File: src/rtl/count_monitor.sv
// Receive-side monitor for a step counter: recovers the step increment from the
// sampled count stream, declares lock, then flags prediction mismatches and wraps.
module count_monitor #(
    parameter int WIDTH      = 5,
    parameter int STEP_W     = 4,
    parameter int LOCK_COUNT = 3,
    parameter int ERR_LIMIT  = 2
) (
    input  logic              clk,
    input  logic              reset,
    input  logic              valid,
    input  logic [WIDTH-1:0]  count,
    output logic [STEP_W-1:0] step,
    output logic              locked,
    output logic              err,
    output logic              wrap,
    output logic [7:0]        err_count,
    output logic [1:0]        state
);

    localparam int MC_W = $clog2(LOCK_COUNT + 1);
    localparam int MS_W = $clog2(ERR_LIMIT + 1);
    localparam logic [WIDTH:0] MAX_STEP = (WIDTH + 1)'((1 << STEP_W) - 1);

    typedef enum logic [1:0] {
        IDLE    = 2'd0,
        ACQUIRE = 2'd1,
        LOCKED  = 2'd2
    } state_t;

    function automatic logic [7:0] sat_inc8(input logic [7:0] v);
        return (v == 8'hFF) ? v : v + 8'd1;
    endfunction

    function automatic logic step_legal(input logic [WIDTH-1:0] d);
        return (d != '0) && ({1'b0, d} <= MAX_STEP);
    endfunction

    state_t            state_p1, state_nxt;
    logic [WIDTH-1:0]  prev_p1, prev_nxt;
    logic [STEP_W-1:0] cand_p1, cand_nxt;
    logic [MC_W-1:0]   match_p1, match_nxt;
    logic [MS_W-1:0]   miss_p1, miss_nxt;
    logic [STEP_W-1:0] step_p1, step_nxt;
    logic              locked_p1, locked_nxt;
    logic              err_p1, err_nxt;
    logic              wrap_p1, wrap_nxt;
    logic [7:0]        errcnt_p1, errcnt_nxt;

    logic [WIDTH-1:0]  diff;
    logic [WIDTH-1:0]  pred;
    logic              legal;

    // Stage 0: difference and prediction from the previous sample
    assign diff  = count - prev_p1;
    assign pred  = prev_p1 + WIDTH'(step_p1);
    assign legal = step_legal(diff);

    always_comb begin
        state_nxt  = state_p1;
        prev_nxt   = prev_p1;
        cand_nxt   = cand_p1;
        match_nxt  = match_p1;
        miss_nxt   = miss_p1;
        step_nxt   = step_p1;
        locked_nxt = locked_p1;
        err_nxt    = 1'b0;
        wrap_nxt   = 1'b0;
        errcnt_nxt = errcnt_p1;

        if (valid) begin
            prev_nxt = count;
            case (state_p1)
                IDLE: begin
                    state_nxt = ACQUIRE;
                    match_nxt = '0;
                end
                ACQUIRE: begin
                    wrap_nxt = (count < prev_p1);
                    if (!legal) begin
                        match_nxt = '0;
                    end else if (match_p1 == '0 || diff != WIDTH'(cand_p1)) begin
                        cand_nxt  = diff[STEP_W-1:0];
                        match_nxt = MC_W'(1);
                    end else begin
                        match_nxt = match_p1 + MC_W'(1);
                    end
                    if (legal && match_nxt >= MC_W'(LOCK_COUNT)) begin
                        state_nxt  = LOCKED;
                        locked_nxt = 1'b1;
                        step_nxt   = cand_nxt;
                        miss_nxt   = '0;
                    end
                end
                LOCKED: begin
                    wrap_nxt = (count < prev_p1);
                    if (count == pred) begin
                        miss_nxt = '0;
                    end else begin
                        // prev still takes count, so the next prediction resyncs here
                        err_nxt    = 1'b1;
                        errcnt_nxt = sat_inc8(errcnt_p1);
                        miss_nxt   = miss_p1 + MS_W'(1);
                        if (miss_nxt >= MS_W'(ERR_LIMIT)) begin
                            state_nxt  = ACQUIRE;
                            locked_nxt = 1'b0;
                            step_nxt   = '0;
                            match_nxt  = '0;
                            miss_nxt   = '0;
                        end
                    end
                end
                default: begin
                    state_nxt = IDLE;
                end
            endcase
        end
    end

    // Stage 1: registered state and outputs
    always_ff @(posedge clk) begin
        if (reset) begin
            state_p1  <= IDLE;
            prev_p1   <= '0;
            cand_p1   <= '0;
            match_p1  <= '0;
            miss_p1   <= '0;
            step_p1   <= '0;
            locked_p1 <= 1'b0;
            err_p1    <= 1'b0;
            wrap_p1   <= 1'b0;
            errcnt_p1 <= 8'd0;
        end else begin
            state_p1  <= state_nxt;
            prev_p1   <= prev_nxt;
            cand_p1   <= cand_nxt;
            match_p1  <= match_nxt;
            miss_p1   <= miss_nxt;
            step_p1   <= step_nxt;
            locked_p1 <= locked_nxt;
            err_p1    <= err_nxt;
            wrap_p1   <= wrap_nxt;
            errcnt_p1 <= errcnt_nxt;
        end
    end

    assign step      = step_p1;
    assign locked    = locked_p1;
    assign err       = err_p1;
    assign wrap      = wrap_p1;
    assign err_count = errcnt_p1;
    assign state     = state_p1;

endmodule

File: config.mk
export PLATFORM = sky130hd
export DESIGN_NAME = count_monitor
export DESIGN_NICKNAME = d
export VERILOG_FILES = /design/src/rtl/count_monitor.sv
export SDC_FILE = /design/constraint.sdc
export NUM_CORES = 1
export LEC_CHECK = 0
export ABC_AREA = 1
export ABC_CLOCK_PERIOD_IN_PS = 4500
export BUFFER_PORTS_ARGS = -buffer_cell sky130_fd_sc_hd__buf_2
export CAP_MARGIN = 20
export CORE_MARGIN = 5
export CORE_UTILIZATION = 40
export CTS_BUF_LIST = sky130_fd_sc_hd__clkbuf_2 sky130_fd_sc_hd__clkbuf_4 sky130_fd_sc_hd__clkbuf_8
export DETAILED_ROUTE_END_ITERATION = 7
export GPL_ROUTABILITY_DRIVEN = 0
export GPL_TIMING_DRIVEN = 0
export SLEW_MARGIN = 20
export SYNTH_ARGS = -nofsm -noshare
export SYNTH_HDL_FRONTEND = slang
export SYNTH_SLANG_ARGS = --single-unit
File: constraint.sdc
create_clock -name clk -period 4.5 [get_ports clk]
set_input_delay 0.675 -clock clk [delete_from_list [all_inputs] [get_ports clk]]
set_output_delay 0.675 -clock clk [all_outputs]
set_load 0.01 [all_outputs]
==> results.txt <==
Distinct cell type count after synthesis: 23
Hold violation count in the final report: 0
Critical path peak fanout: 10
Final Max Slew Viols: 0
CTS tree: built
Overflow after GRT: 0
Area added between synthesis and finish: 14.7%
Via count: 1742
Area enclosed by the die boundary: 6310 µm²
Power Dens Cells: 312 nW/µm²
Final std cells w/o fill: 360
Setup TNS Final: 0 ns
Startpoint kind of the worst setup timing path: input pin
Number of fill cells in the layout: 513
Layout Utilization: 0.471
Fmax: 391 MHz
Initial antenna violation count: 0
RSZ-0062 raised after global routing: no
Total half-perimeter wirelength after legalization and detailed placement: 3270 µm
Dominant cells by area after synthesis: sky130_fd_sc_hd__dfxtp_1 (31%), sky130_fd_sc_hd__nand2_1 (12%), sky130_fd_sc_hd__ha_1 (11%)
Total of hold buffers inserted after clock tree synthesis: 0
CTS buffer count: 5
Bufs on Longest Clock Path: 2
Number of iterations in the first detailed-routing pass: 4
Maximum level of the CTS H-tree: 2
Final setup skew: 0.00536 ns
# placed instances: 352
Endpoint class of the critical path: flop
Post-CTS resize count: 0
Maximum vdd drop: 0.110 mV
Register bit count reported by yosys: 30
Run status: finished clean
Diodes inserted: 0
Number of top-level pins: 25
Clock net sink count: 30
CP arrival: 2.78 ns
Clock transition at the registers of the reported paths: 0.07 ns
Portion of the post-synthesis area used by sequential elements: 0.311
Net count of the mapped netlist: 301
Number of standard-cell rows in the floorplan: 25
Cell leakage power: 1.07 nW
Largest area contributor in the netlist: sky130_fd_sc_hd__dfxtp_1
Core area: 4690 µm²
Final setup violating endpoints: 0
Worst Hold Class: reg -> reg
Hold Worst Slack: 0.436 ns
Number of port buffers: 24
Post-synthesis cell count: 274
Worst slew margin relative to its limit: 0.618
Post-Syn Area: 1930 µm²
Final period demand of the worst path: 2.56 ns
Pin count of the biggest net entering global routing: 11
Fin crit share: 0.568
Mean number of vias per cell: 4.84
Fraction of final layout cells with drive strength greater than 1: 0.154
Worst slew pin tran: 0.572 ns
Nets: 332
Detail-routed net length per standard cell: 11.6 µm
Post-route total power: 690 µW
Die boundary height: 79.4 µm
Number of global-route vias before repair: 1580
Share of Yosys cell area claimed by the top area cell type: 0.311
Antenna violation net count after detailed routing: 0
Max_cap viols: 0
All-layer global routing usage: 0.146
Initial Util: 0.411
Die W: 79.4 µm
Critical path data required time: 4.72 ns
Worst-Skew Late Latency: 0.29 ns
Synth warn: 0
Postcts setup bufs: 0
Number of violations reported at the end of detailed-routing iteration 0: 47
Root Buffer: sky130_fd_sc_hd__clkbuf_8
Global-route wire length before repair: 7120 µm
# DRC: 0
Mean instance size in the synthesized netlist: 7.04 µm²
Aggregate routed wire length: 4170 µm
Critical setup path kind: in -> reg
## layer usage
| layer | track usage | up-vias | wire, µm |
|---|---|---|---|
| met4 | 0.0567 | 0 | 70 |
| met3 | 0.0395 | 5 | 138 |
| met1 | 0.188 | 773 | 2080 |
| li1 | - | 943 | - |
| met5 | 0 | - | 0 |
| met2 | 0.230 | 21 | 1880 |
## final timing paths
| path | from | to | slack [ns] | cells past startpoint |
|---|---|---|---|---|
| worst min-delay path | miss_p1[1] | miss_p1[1] | 0.44 | 2 |
| worst max-delay path | count[0] | step[2] | 1.94 | 16 |
| worst min register to register | miss_p1[1] | miss_p1[1] | 0.44 | 2 |
| worst max register to register | prev_p1[0] | step[2] | 2.14 | 14 |
## metrics by stage
stage	worst slack (ns)	area, µm²
after floorplan	2.02	1930
after global placement	1.64	2120
after detailed placement	1.63	2120
after CTS	1.92	2210
after global routing	1.66	2210
final	1.94	2210
## synth_stat cells
library cell,n
sky130_fd_sc_hd__a21o_1,1
sky130_fd_sc_hd__a21oi_1,30
sky130_fd_sc_hd__a21oi_4,1
sky130_fd_sc_hd__buf_6,1
sky130_fd_sc_hd__clkbuf_1,3
sky130_fd_sc_hd__dfxtp_1,30
sky130_fd_sc_hd__fa_1,2
sky130_fd_sc_hd__ha_1,17
sky130_fd_sc_hd__inv_1,42
sky130_fd_sc_hd__inv_2,3
sky130_fd_sc_hd__nand2_1,60
sky130_fd_sc_hd__nand2_2,6
sky130_fd_sc_hd__nand2_4,1
sky130_fd_sc_hd__nand3_1,23
sky130_fd_sc_hd__nand3_2,1
sky130_fd_sc_hd__nand3b_1,1
sky130_fd_sc_hd__nand4_1,6
sky130_fd_sc_hd__nor2_1,17
sky130_fd_sc_hd__nor2_4,2
sky130_fd_sc_hd__nor4_1,2
sky130_fd_sc_hd__o21ai_0,14
sky130_fd_sc_hd__xnor2_1,5
sky130_fd_sc_hd__xor2_1,6
## placed cells by master (no fill, tap or decap)
master,instances
sky130_fd_sc_hd__nand2_1,60
sky130_fd_sc_hd__inv_1,42
sky130_fd_sc_hd__a21oi_1,30
sky130_fd_sc_hd__dfxtp_1,30
sky130_fd_sc_hd__buf_2,24
sky130_fd_sc_hd__nand3_1,23
sky130_fd_sc_hd__nor2_1,17
sky130_fd_sc_hd__ha_1,17
sky130_fd_sc_hd__o21ai_0,14
sky130_fd_sc_hd__nand2_2,6
sky130_fd_sc_hd__xor2_1,6
sky130_fd_sc_hd__nand4_1,6
sky130_fd_sc_hd__clkbuf_8,6
sky130_fd_sc_hd__xnor2_1,5
sky130_fd_sc_hd__inv_2,3
sky130_fd_sc_hd__clkbuf_1,3
sky130_fd_sc_hd__nor2_4,2
sky130_fd_sc_hd__nor4_1,2
sky130_fd_sc_hd__fa_1,2
sky130_fd_sc_hd__nand2_4,1
sky130_fd_sc_hd__nand3_2,1
sky130_fd_sc_hd__nand3b_1,1
sky130_fd_sc_hd__a21o_1,1
sky130_fd_sc_hd__buf_6,1
sky130_fd_sc_hd__a21oi_4,1
sky130_fd_sc_hd__clkinvlp_4,1
sky130_fd_sc_hd__clkinv_2,1
## critical path, stage by stage
cell and delay (ns):
sky130_fd_sc_hd__buf_2 0.11, sky130_fd_sc_hd__inv_1 0.07, sky130_fd_sc_hd__ha_1 0.14, sky130_fd_sc_hd__inv_1 0.05, sky130_fd_sc_hd__fa_1 0.55, sky130_fd_sc_hd__inv_1 0.07
sky130_fd_sc_hd__a21oi_1 0.13, sky130_fd_sc_hd__nand3_1 0.09, sky130_fd_sc_hd__nor2_1 0.09, sky130_fd_sc_hd__nand2_1 0.10, sky130_fd_sc_hd__nor2_4 0.14, sky130_fd_sc_hd__nand3_2 0.08
sky130_fd_sc_hd__nand2_2 0.07, sky130_fd_sc_hd__buf_6 0.13, sky130_fd_sc_hd__nand4_1 0.12, sky130_fd_sc_hd__a21oi_1 0.16
## logic make-up (layout without fill, tap and decap cells)
kind of cell / after synthesis / in the layout / share of synthesized area
compound gates: 46 / 46 / 0.127
xor+xnor: 11 / 11 / 0.0500
fa+ha+maj: 19 / 19 / 0.131
buf+inv: 49 / 81 / 0.0993
flops: 30 / 30 / 0.311
simple gates: 119 / 119 / 0.282
## sequential cells by signal, summed over array words and instances, names as in the netlist
signal and count:
cand_p1 4, err 1, err_count 8, locked 1, match_p1 2, miss_p1 2, prev_p1 5, state 2
step 4, wrap 1
## report_power, final
part | internal [mW] | switching, mW
sequential | 0.280 | 0.0102
combinational | 0.0613 | 0.107
clock | 0.123 | 0.109
## final cells by class
class	count	area, µm²	area share
multi-input cells	195	1140	0.514
inverters	45	169	0.0764
clock buffers	6	82.6	0.0374
plain buffers	4	22.5	0.0102
flip-flops and latches	30	601	0.272
repair buffers	24	120	0.0543
clock inverters	2	12.5	0.00566
well taps	54	67.6	0.0306
Power figures use the tool's default switching activity.
